[config.mk]
export PLATFORM = sky130hd
export DESIGN_NAME = branch_resolve_unit
export DESIGN_NICKNAME = d
export VERILOG_FILES = /design/src/rtl/branch_resolve_unit.sv
export SDC_FILE = /design/constraint.sdc
export NUM_CORES = 1
export LEC_CHECK = 0
export ABC_AREA = 1
export CAP_MARGIN = 40
export CORE_MARGIN = 2
export CORE_UTILIZATION = 31
export CTS_CLUSTER_DIAMETER = 30
export DETAILED_ROUTE_END_ITERATION = 10
export GPL_TIMING_DRIVEN = 0
export PLACE_DENSITY_LB_ADDON = 0.2
export SYNTH_ARGS = -nofsm -noshare
export SYNTH_HDL_FRONTEND = slang
export SYNTH_SLANG_ARGS = --single-unit
[constraint.sdc]
create_clock -name clk -period 1.9 [get_ports clk]
set_input_delay 0.38 -clock clk [delete_from_list [all_inputs] [get_ports clk]]
set_output_delay 0.38 -clock clk [all_outputs]
set_load 0.02 [all_outputs]
[src/rtl/branch_resolve_unit.sv]
`default_nettype none
// ============================================================================
// Module      : branch_resolve_unit
// Description : End-of-execute branch resolution. Evaluates the MIPS branch
//               condition on the forwarded operands and compares the outcome
//               against the fetch prediction. One cycle later it issues a
//               registered result and redirect, updates a 2-bit
//               saturating-counter branch history table (BHT), and counts
//               resolved and mispredicted branches. The BHT read port serves
//               fetch combinationally.
// Ports       : clk, resetn           - clock, async active-low reset
//               valid_i/stall_i/flush_i - E-stage handshake
//               cond_i, src_a_i, src_b_i - branch condition and operands
//               pc_i, target_i        - branch PC and computed taken target
//               pred_take_i, pred_target_i - fetch-stage prediction
//               fetch_pc_i / fetch_pred_o - BHT lookup for fetch
//               res_valid_o, actual_take_o, mispredict_o, redirect_pc_o
//                                     - registered resolution result
//               branch_cnt_o, mispred_cnt_o - performance counters
// Revision    : 1.0 - initial release
// ============================================================================
module branch_resolve_unit #(
    parameter int unsigned DATA_W     = 32,
    parameter int unsigned ADDR_W     = 32,
    parameter int unsigned BHT_DEPTH  = 64,
    parameter int unsigned DELAY_SLOT = 1
) (
    input  logic              clk,
    input  logic              resetn,
    input  logic              valid_i,
    input  logic              stall_i,
    input  logic              flush_i,
    input  logic [2:0]        cond_i,
    input  logic [DATA_W-1:0] src_a_i,
    input  logic [DATA_W-1:0] src_b_i,
    input  logic [ADDR_W-1:0] pc_i,
    input  logic [ADDR_W-1:0] target_i,
    input  logic              pred_take_i,
    input  logic [ADDR_W-1:0] pred_target_i,
    input  logic [ADDR_W-1:0] fetch_pc_i,
    output logic              fetch_pred_o,
    output logic              res_valid_o,
    output logic              actual_take_o,
    output logic              mispredict_o,
    output logic [ADDR_W-1:0] redirect_pc_o,
    output logic [31:0]       branch_cnt_o,
    output logic [31:0]       mispred_cnt_o
);

    localparam int unsigned c_IDX_W = $clog2(BHT_DEPTH);

    // Fall-through skips the delay slot when the ISA has one.
    localparam logic [ADDR_W-1:0] c_FALL_OFS = (DELAY_SLOT != 0) ? ADDR_W'(8) : ADDR_W'(4);

    localparam logic [2:0] c_COND_NONE   = 3'b000;
    localparam logic [2:0] c_COND_EQ     = 3'b001;
    localparam logic [2:0] c_COND_NE     = 3'b010;
    localparam logic [2:0] c_COND_LEZ    = 3'b011;
    localparam logic [2:0] c_COND_GTZ    = 3'b100;
    localparam logic [2:0] c_COND_LTZ    = 3'b101;
    localparam logic [2:0] c_COND_GEZ    = 3'b110;
    localparam logic [2:0] c_COND_ALWAYS = 3'b111;

    // ------------------------------------------------------------------
    // E-stage combinational evaluation
    // ------------------------------------------------------------------
    logic              w_accept;
    logic              w_take;
    logic              w_mispred;
    logic              w_a_neg;
    logic              w_a_zero;
    logic              w_a_eq_b;
    logic [ADDR_W-1:0] w_redirect;
    logic [c_IDX_W-1:0] w_pc_idx;
    logic [c_IDX_W-1:0] w_fetch_idx;
    logic              w_unused_fetch;

    assign w_accept  = valid_i & ~stall_i & ~flush_i & (cond_i != c_COND_NONE);
    assign w_a_neg   = src_a_i[DATA_W-1];
    assign w_a_zero  = (src_a_i == '0);
    assign w_a_eq_b  = (src_a_i == src_b_i);

    always_comb begin
        w_take = 1'b0;
        case (cond_i)
            c_COND_EQ:     w_take = w_a_eq_b;
            c_COND_NE:     w_take = ~w_a_eq_b;
            c_COND_GTZ:    w_take = ~w_a_neg & ~w_a_zero;
            c_COND_GEZ:    w_take = ~w_a_neg;
            c_COND_LTZ:    w_take = w_a_neg;
            c_COND_LEZ:    w_take = w_a_neg | w_a_zero;
            c_COND_ALWAYS: w_take = 1'b1;
            default:       w_take = 1'b0;
        endcase
    end

    // A correct direction with a wrong target still sends fetch astray.
    assign w_mispred  = (w_take != pred_take_i) |
                        (w_take & pred_take_i & (target_i != pred_target_i));
    assign w_redirect = w_take ? target_i : (pc_i + c_FALL_OFS);
    assign w_pc_idx   = pc_i[2 +: c_IDX_W];

    // Only the index bits of the fetch PC select a BHT entry.
    assign w_fetch_idx    = fetch_pc_i[2 +: c_IDX_W];
    assign w_unused_fetch = ^fetch_pc_i;

    // ------------------------------------------------------------------
    // Result registers and counters
    // ------------------------------------------------------------------
    logic               res_valid_q,   res_valid_d;
    logic               take_q,        take_d;
    logic               mispred_q,     mispred_d;
    logic [ADDR_W-1:0]  redirect_q,    redirect_d;
    logic [c_IDX_W-1:0] idx_q,         idx_d;
    logic               bht_upd_q,     bht_upd_d;
    logic [31:0]        branch_cnt_q,  branch_cnt_d;
    logic [31:0]        mispred_cnt_q, mispred_cnt_d;

    always_comb begin
        res_valid_d   = w_accept;
        take_d        = take_q;
        mispred_d     = mispred_q;
        redirect_d    = redirect_q;
        idx_d         = idx_q;
        bht_upd_d     = bht_upd_q;
        if (w_accept) begin
            take_d     = w_take;
            mispred_d  = w_mispred;
            redirect_d = w_redirect;
            idx_d      = w_pc_idx;
            // Unconditional jumps carry no direction information.
            bht_upd_d  = (cond_i != c_COND_ALWAYS);
        end

        // A registered result is always retired, regardless of stall/flush.
        branch_cnt_d  = branch_cnt_q;
        mispred_cnt_d = mispred_cnt_q;
        if (res_valid_q) begin
            branch_cnt_d = branch_cnt_q + 32'd1;
            if (mispred_q) begin
                mispred_cnt_d = mispred_cnt_q + 32'd1;
            end
        end
    end

    always_ff @(posedge clk or negedge resetn) begin
        if (!resetn) begin
            res_valid_q   <= 1'b0;
            take_q        <= 1'b0;
            mispred_q     <= 1'b0;
            redirect_q    <= '0;
            idx_q         <= '0;
            bht_upd_q     <= 1'b0;
            branch_cnt_q  <= '0;
            mispred_cnt_q <= '0;
        end else begin
            res_valid_q   <= res_valid_d;
            take_q        <= take_d;
            mispred_q     <= mispred_d;
            redirect_q    <= redirect_d;
            idx_q         <= idx_d;
            bht_upd_q     <= bht_upd_d;
            branch_cnt_q  <= branch_cnt_d;
            mispred_cnt_q <= mispred_cnt_d;
        end
    end

    // ------------------------------------------------------------------
    // Branch history table: 2-bit saturating counters, reset weakly
    // not-taken. The fetch read sees the pre-update value in the write
    // cycle because the entries are plain flops.
    // ------------------------------------------------------------------
    logic [1:0] bht_q [BHT_DEPTH];
    logic [1:0] w_bht_cur;
    logic [1:0] w_bht_nxt;
    logic       w_bht_we;

    assign w_bht_cur = bht_q[idx_q];
    assign w_bht_we  = res_valid_q & bht_upd_q;

    always_comb begin
        w_bht_nxt = w_bht_cur;
        if (take_q) begin
            if (w_bht_cur != 2'b11) begin
                w_bht_nxt = w_bht_cur + 2'd1;
            end
        end else begin
            if (w_bht_cur != 2'b00) begin
                w_bht_nxt = w_bht_cur - 2'd1;
            end
        end
    end

    always_ff @(posedge clk or negedge resetn) begin
        if (!resetn) begin
            for (int unsigned i = 0; i < BHT_DEPTH; i++) begin
                bht_q[i] <= 2'b01;
            end
        end else if (w_bht_we) begin
            bht_q[idx_q] <= w_bht_nxt;
        end
    end

    // ------------------------------------------------------------------
    // Outputs
    // ------------------------------------------------------------------
    assign fetch_pred_o  = bht_q[w_fetch_idx][1];
    assign res_valid_o   = res_valid_q;
    assign actual_take_o = take_q;
    assign mispredict_o  = mispred_q;
    assign redirect_pc_o = redirect_q;
    assign branch_cnt_o  = branch_cnt_q;
    assign mispred_cnt_o = mispred_cnt_q;

endmodule
`default_nettype wire

==> results.json, run 1 <==
{
  "slew_headroom_pct": 56.2,
  "synthXorXnorAreaFrac_pct": 8.14,
  "hold_viol_final": 0,
  "die_h_microns": 220,
  "crit_cells": 15,
  "drt_iter0_markers": 1117,
  "tightest_slew_ns": 0.656,
  "clock_sinks": 234,
  "final-seq-area_sq_mm": 0.00594,
  "drv_slew": 0,
  "required_ns": 2.40,
  "cpMaxStageDelayCell": "dfrtp_2",
  "synth_top_family_by_area": "simple AND/OR/NAND/NOR gates",
  "ys_warn_count": 0,
  "ant_nets": 0,
  "pre_cts_ws_ns": -1.80,
  "hold_depth": 3,
  "status": "finished with violations",
  "rr_worst_depth": 15,
  "core_area_sq_mm": 0.0463,
  "drt_first_pass_iters": 5,
  "power_density_mw_per_mm2": 1090,
  "p_int_mw": 16.1,
  "dp.cells": 2968,
  "syn_nets": 2290,
  "die-area_sq_mm": 0.0482,
  "clockBufferDepth": 3,
  "synth_edf_count": 0,
  "grt_max_degree": 114,
  "avgRoutedWirePerCell_microns": 18.2,
  "route.detailed.drc": 0,
  "multi_input_area_sq_mm": 0.00767,
  "synth-adder-area-share_pct": 0.347,
  "path_delay_family": "simple AND/OR/NAND/NOR gates",
  "gp_congestion": 0.921,
  "fill_cells": 4645,
  "cp_max_fo": 7,
  "io_pins": 301,
  "rows": 79,
  "yosys.area_share.simple_pct": 37.4,
  "finalCriticalPeriod_ns": 2.42,
  "netlist_area_sq_mm": 0.0144,
  "crit_chain": "buf_4 > buf_2 > or2_1 > nand3_1 > nand2_1 > o21ai_2 > nand2_2 > nor2_4 > nand2_4 > nand2_8 > nand2_8 > buf_12 > clkbuf_16 > nand2_1 > nand2_1",
  "start_util_pct": 31.2,
  "antenna_cells": 0,
  "cts-root-buf": "clkbuf_16",
  "ys_seq_elements": 234,
  "path_buf_inv": 4,
  "avgSynthCellArea_sq_um": 6.91,
  "crit_arrival_ns": 2.92,
  "cts_buffers": 67,
  "switching_share_pct": 31.5,
  "cpMostUsedCell": "nand2_1",
  "drt_wl_total_microns": 56900,
  "p_sw_mw": 7.41,
  "cts_max_level": 3,
  "yosys.cell_types.count": 36,
  "synthMuxAreaShare_pct": 0,
  "worst-setup-path-type": "reg2reg",
  "setup_violations": 184,
  "finalNonFillerCells": 3123,
  "netlist_instances": 2085,
  "grtUsageTotal_pct": 23.4,
  "synth_top_cell_by_area": "dfrtp_1",
  "p_leak_nw": 10.8,
  "synth_top_area_share_pct": 29.5,
  "fmax_ghz": 0.412,
  "ys.flop_type": "dfrtp_1",
  "overflow": 0,
  "cts_tree": "done",
  "violations": "setup timing",
  "hpwl_microns": 40300,
  "drv_cap": 0,
  "syn2layout_area_growth_pct": 49.8,
  "vias": 15200,
  "layout-drive-gt1-share_pct": 14.9,
  "rsz0062_at_grt": "true",
  "synth-compound-area-share_pct": 4.31,
  "whs_ns": 0.130,
  "ys_seq_area_share_pct": 41.2,
  "insertion_delay_ns": 0.59,
  "pwr-share-comb_pct": 26.8,
  "startpoint_type": "flip-flop",
  "port_buffers": 273,
  "utilization_pct": 46.7,
  "synthArstFlopShare_pct": 100,
  "num-nets-final": 2670,
  "setup_slack_ns": -0.525,
  "ir_drop_mv": 0.618,
  "power_frac_seq_pct": 25.4,
  "clock_skew_ns": 0.0249,
  "grt_pass1_vias": 15300,
  "slowest_delay_ns": 0.48,
  "yosys-top-cells-area": "dfrtp_1, nand2_1, dfstp_2, nand3_1, inv_1",
  "viasPerCell": 4.86,
  "min_path_type": "in2reg",
  "antenna_found_initial": 3,
  "p_clk_share_pct": 47.8,
  "path_clk_slew_ns": 0.04,
  "fin_crit_sh_pct": 128,
  "end_kind": "flip-flop",
  "die_w_microns": 220,
  "grt_pass1_wl_microns": 86100
}
final cells by class:
type,count,area share [%]
buffer,66,2.92
clock buffer,89,8.70
clock inverter,31,1.84
inverter,238,4.17
multi-input combinational,1549,35.5
sequential,234,27.5
tap,607,3.52
timing repair buffer,309,15.8
layer usage:
| metal | vias up | track usage, % | wire [microns] |
|---|---|---|---|
| met5 | - | 0 | 36 |
| met4 | 6 | 11.3 | 2150 |
| met3 | 137 | 6.57 | 5090 |
| met2 | 644 | 38.1 | 26500 |
| met1 | 7081 | 28.5 | 23100 |
| li1 | 7311 | - | - |
cell usage after synthesis, types with 3 or more instances:
library cell and count:
o21ai_0 55, nand3b_1 7, buf_4 9, nor4_1 9, xnor2_1 52, nor2_2 6, inv_2 5, o21ai_1 8
nand4_1 23, or2_1 8, nor3_1 60, nand3_1 184, buf_2 26, o211ai_1 26, buf_6 4, xor2_1 82
clkbuf_1 27, a21oi_1 19, nand2_4 3, ha_1 4, dfrtp_1 170, or2_2 7, dfstp_2 64, inv_1 232
nor2_1 183, nand2_1 800
kinds of logic (layout without fill, tap and decap cells):
kind of cell    after synthesis  count (layout)
compound gates              110             110
xor+xnor                    134             134
fa+ha+maj                     4               4
buf+inv                     305             733
flops                       234             234
simple gates               1298            1301
final timing paths:
kind	slack (ns)	to	startpoint
worst max-delay path	-0.52	bht_q[110]	idx_q[0]
worst min-delay path	0.13	idx_q[2]	pc_i[4]
worst max register to register	-0.52	bht_q[110]	idx_q[0]
worst min register to register	0.46	bht_q[22]	bht_q[22]
max in group asynchronous	0.68	mispred_cnt_o[2]	resetn
min in group asynchronous	0.28	bht_q[17]	resetn
state kept, by name, indices dropped and copies added, names as in the netlist:
name,flops
actual_take_o,1
bht_q,128
bht_upd_q,1
branch_cnt_o,32
idx_q,6
mispred_cnt_o,32
mispredict_o,1
redirect_pc_o,32
res_valid_o,1
worst min-delay path, cell delays in order:
cell and delay (ns):
clkbuf_2 0.15, nand2_1 0.06, o21ai_0 0.07
metrics by stage:
step | setup TNS (ns) | total power, mW | area, sq um
2_1_floorplan | -0.0524 | 8.36 | 14500
3_3_place_gp | -2272.26 | 10.6 | 18000
3_5_place_dp | -139.61 | 10.7 | 18000
4_1_cts | -63.37 | 23.0 | 21100
5_1_grt | -82.25 | 24.5 | 21600
6_report | -65.79 | 23.5 | 21600
power groups by stage:
stage / Sequential (mW) / Clock, mW / Combinational [mW]
floorplan: 6.20 / 0 / 2.16
global placement: 5.99 / 0 / 4.63
detailed placement: 5.99 / 0 / 4.67
CTS: 5.97 / 11.4 / 5.61
global route: 6.03 / 11.8 / 6.68
finish: 5.97 / 11.3 / 6.30
cell usage in the layout (no fill, tap or decap), types with 19 or more instances in the layout:
master | netlist | final
nand2_1 | 800 | 778
inv_1 | 232 | 225
clkdlybuf4s50_1 | 0 | 213
nor2_1 | 183 | 169
nand3_1 | 184 | 167
dfrtp_1 | 170 | 165
xor2_1 | 82 | 82
clkbuf_16 | 0 | 75
dfstp_2 | 64 | 64
nor3_1 | 60 | 56
xnor2_1 | 52 | 51
o21ai_0 | 55 | 42
dlymetal6s2s_1 | 0 | 42
buf_4 | 9 | 26
o211ai_1 | 26 | 26
nand4_1 | 23 | 23
clkbuf_1 | 27 | 22
nand2_2 | 2 | 19
timing repair:
| item | 4_1_cts | 5_1_grt |
|---|---|---|
| resized for setup | 172 | 105 |
| endpoints found under the setup margin | 274 | 268 |
| gates cloned | 6 | 10 |
| hold endpoints to repair | 40 | 0 |
| setup buffers | 16 | 3 |
| pin swaps | 14 | 29 |
| hold buffers | 1 | 0 |
No activity file was read; power rests on OpenSTA's default activity.
==> run 2: changes to the inputs <==
- SETUP_SLACK_MARGIN: unset -> 0.15
- TNS_END_PERCENT: unset -> 10
==> results.json, run 2 (same netlist as run 1, synthesis figures left out) <==
{
  "status": "finished with violations",
  "violations": "setup timing",
  "grtUsageTotal_pct": 23.1,
  "grt_pass1_wl_microns": 85100,
  "largest_reg_flops": 128,
  "p_sw_mw": 7.50,
  "hpwl_microns": 39900,
  "multi_input_area_sq_mm": 0.00806,
  "overflow": 0,
  "fill_cells": 4548,
  "slew_headroom_pct": 55.7,
  "die_h_microns": 220,
  "cts_buffers": 69,
  "largest-register": "bht_q",
  "power_density_mw_per_mm2": 1090,
  "hold_path_end": "idx_q[1]",
  "hold_viol_final": 0,
  "drt_wl_total_microns": 56200,
  "avgRoutedWirePerCell_microns": 18.0,
  "r2r-end": "bht_q[120]",
  "clock_skew_ns": 0.0267,
  "viasPerCell": 4.93,
  "min_path_type": "in2reg",
  "start_util_pct": 31.2,
  "pwr-share-comb_pct": 26.0,
  "die_w_microns": 220,
  "cts_tree": "done",
  "grt_most_used_layer": "met2",
  "antenna_found_initial": 6,
  "startpoint_type": "flip-flop",
  "min_from": "pc_i[3]",
  "postPlaceCellArea_sq_mm": 0.0182,
  "crit_arrival_ns": 2.94,
  "drt_iter0_markers": 1076,
  "p_leak_nw": 10.5,
  "cts_max_level": 3,
  "cp_max_fo": 8,
  "worst-setup-path-type": "reg2reg",
  "clockBufferDepth": 3,
  "finalCriticalPeriod_ns": 2.43,
  "rr_worst_depth": 17,
  "cpMaxStageDelayCell": "dfrtp_1",
  "core_area_sq_mm": 0.0463,
  "cts-root-buf": "clkbuf_16",
  "drt_first_pass_iters": 5,
  "rsz0062_at_grt": "true",
  "grt_use_met2_pct": 37.6,
  "tns_ns": -59.57,
  "final_cell_mix": "nand2_1, inv_1, nor2_1, clkdlybuf4s50_1, dfrtp_1",
  "ant_nets": 0,
  "rows": 79,
  "setup_violations": 130,
  "grt_max_degree": 88,
  "io_pins": 301,
  "crit_chain": "buf_12 > buf_12 > buf_12 > buf_8 > nand2_1 > o211ai_1 > nand2_1 > o21ai_2 > nand2_2 > nor2_4 > nand3_2 > nand2_2 > nand2_4 > buf_12 > clkbuf_16 > nand2_1 > nand2_1",
  "drv_cap": 0,
  "syn2layout_area_growth_pct": 53.0,
  "die-area_sq_mm": 0.0482,
  "stdcell_area_sq_mm": 0.0221,
  "reg2reg_slack_ns": -0.53,
  "layout-drive-gt1-share_pct": 20.6,
  "required_ns": 2.42,
  "port_buffers": 273,
  "grt_use_met1_pct": 28.8,
  "slowest_delay_ns": 0.36,
  "fmax_ghz": 0.412,
  "clock_sinks": 234,
  "layout_commonest_cell": "nand2_1",
  "end_kind": "flip-flop",
  "tightest_slew_ns": 0.659,
  "grt_pass1_vias": 15300,
  "p_clk_share_pct": 49.2,
  "ir_drop_mv": 0.747,
  "vias": 15400,
  "drv_slew": 0,
  "hold_depth": 3,
  "final-seq-area_sq_mm": 0.00596,
  "setup_slack_ns": -0.526,
  "grtUsageMet3_pct": 5.84,
  "gp_congestion": 0.964,
  "insertion_delay_ns": 0.59,
  "switching_share_pct": 31.2,
  "path_clk_slew_ns": 0.04,
  "power_frac_seq_pct": 24.8,
  "num-nets-final": 2666,
  "route.detailed.drc": 0,
  "p_int_mw": 16.5,
  "fin_crit_sh_pct": 128,
  "regToRegStartpoint": "idx_q[0]"
}
[run 2: cell types whose count changed in the layout (fill, tap and decap cells not counted), sizes merged]
| cell | change |
|---|---|
| bufinv | +3 |
| clkdlybuf4s50 | -60 |
| diode | +2 |
| clkbuf | +14 |
| clkinvlp | -3 |
| clkdlybuf4s15 | +48 |
| clkinv | +1 |
| dlymetal6s2s | -25 |
| nand2 | -2 |
| dlygate4sd2 | +25 |
| inv | -3 |
[run 2: timing repair]
action,CTS,global route
resized for setup,362,183
gates cloned,5,5
setup endpoints to repair,287,215
pin swaps,18,51
buffers inserted,15,3
hold endpoints to repair,54,0
hold buffers,1,0
[run 2: per-layer routing]
metal,vias to the layer above,routed length (microns)
met5,-,40
met4,6,2110
met1,7289,22900
met3,141,4510
met2,654,26700
li1,7293,-
[run 2: worst max-delay path by stage]
stage                     startpoint           endpoint  slack [ns]  cells after the start
CTS                        bht_q[29]       fetch_pred_o       -0.44                      9
detailed placement     fetch_pc_i[2]       fetch_pred_o       -1.57                     10
global route                idx_q[0]         bht_q[120]       -0.58                     18
global placement              resetn        res_valid_o      -11.01                      1
finish                      idx_q[0]         bht_q[120]       -0.53                     17
floorplan           mispred_cnt_o[1]  mispred_cnt_o[24]       -0.02                     10
[run 2: stage by stage]
stage	utilization, %	hold WS [ns]	cells	power (mW)	worst slack, ns
after floorplan	-	0.0844	2085	8.48	-0.0232
after global placement	39.2	0.453	2965	10.8	-11.01
after detailed placement	39.3	0.387	2968	10.8	-1.57
after CTS	46.3	0.274	3113	23.6	-0.440
after global routing	47.7	0.321	3123	24.9	-0.576
final	47.7	0.288	3123	24.0	-0.526
[run 2: final cells by class]
class | instances | share of cell area (%)
clock inverter | 29 | 2.07
buffer | 67 | 3.40
clock buffer | 95 | 8.78
sequential | 234 | 27.0
multi-input combinational | 1547 | 36.5
antenna | 2 | 0.0227
timing repair buffer | 304 | 14.6
inverter | 238 | 4.13
tap | 607 | 3.44
[run 2: power by group through the flow]
| stage | sequential, mW | combinational [mW] | clock, mW |
|---|---|---|---|
| global route | 6.02 | 6.60 | 12.3 |
| floorplan | 6.20 | 2.28 | 0 |
| detailed placement | 5.98 | 4.81 | 0 |
| finish | 5.96 | 6.25 | 11.8 |
| global placement | 5.99 | 4.77 | 0 |
| CTS | 5.95 | 5.66 | 12.0 |
[run 2: critical path: cells and delay by family, from the launching register on]
family | cells | cell delay [ns]
AO/OA/AOI/OAI | 2 | 0.29
buffers and inverters | 6 | 0.88
flip-flops | 1 | 0.36
AND/OR/NAND/NOR | 9 | 0.78
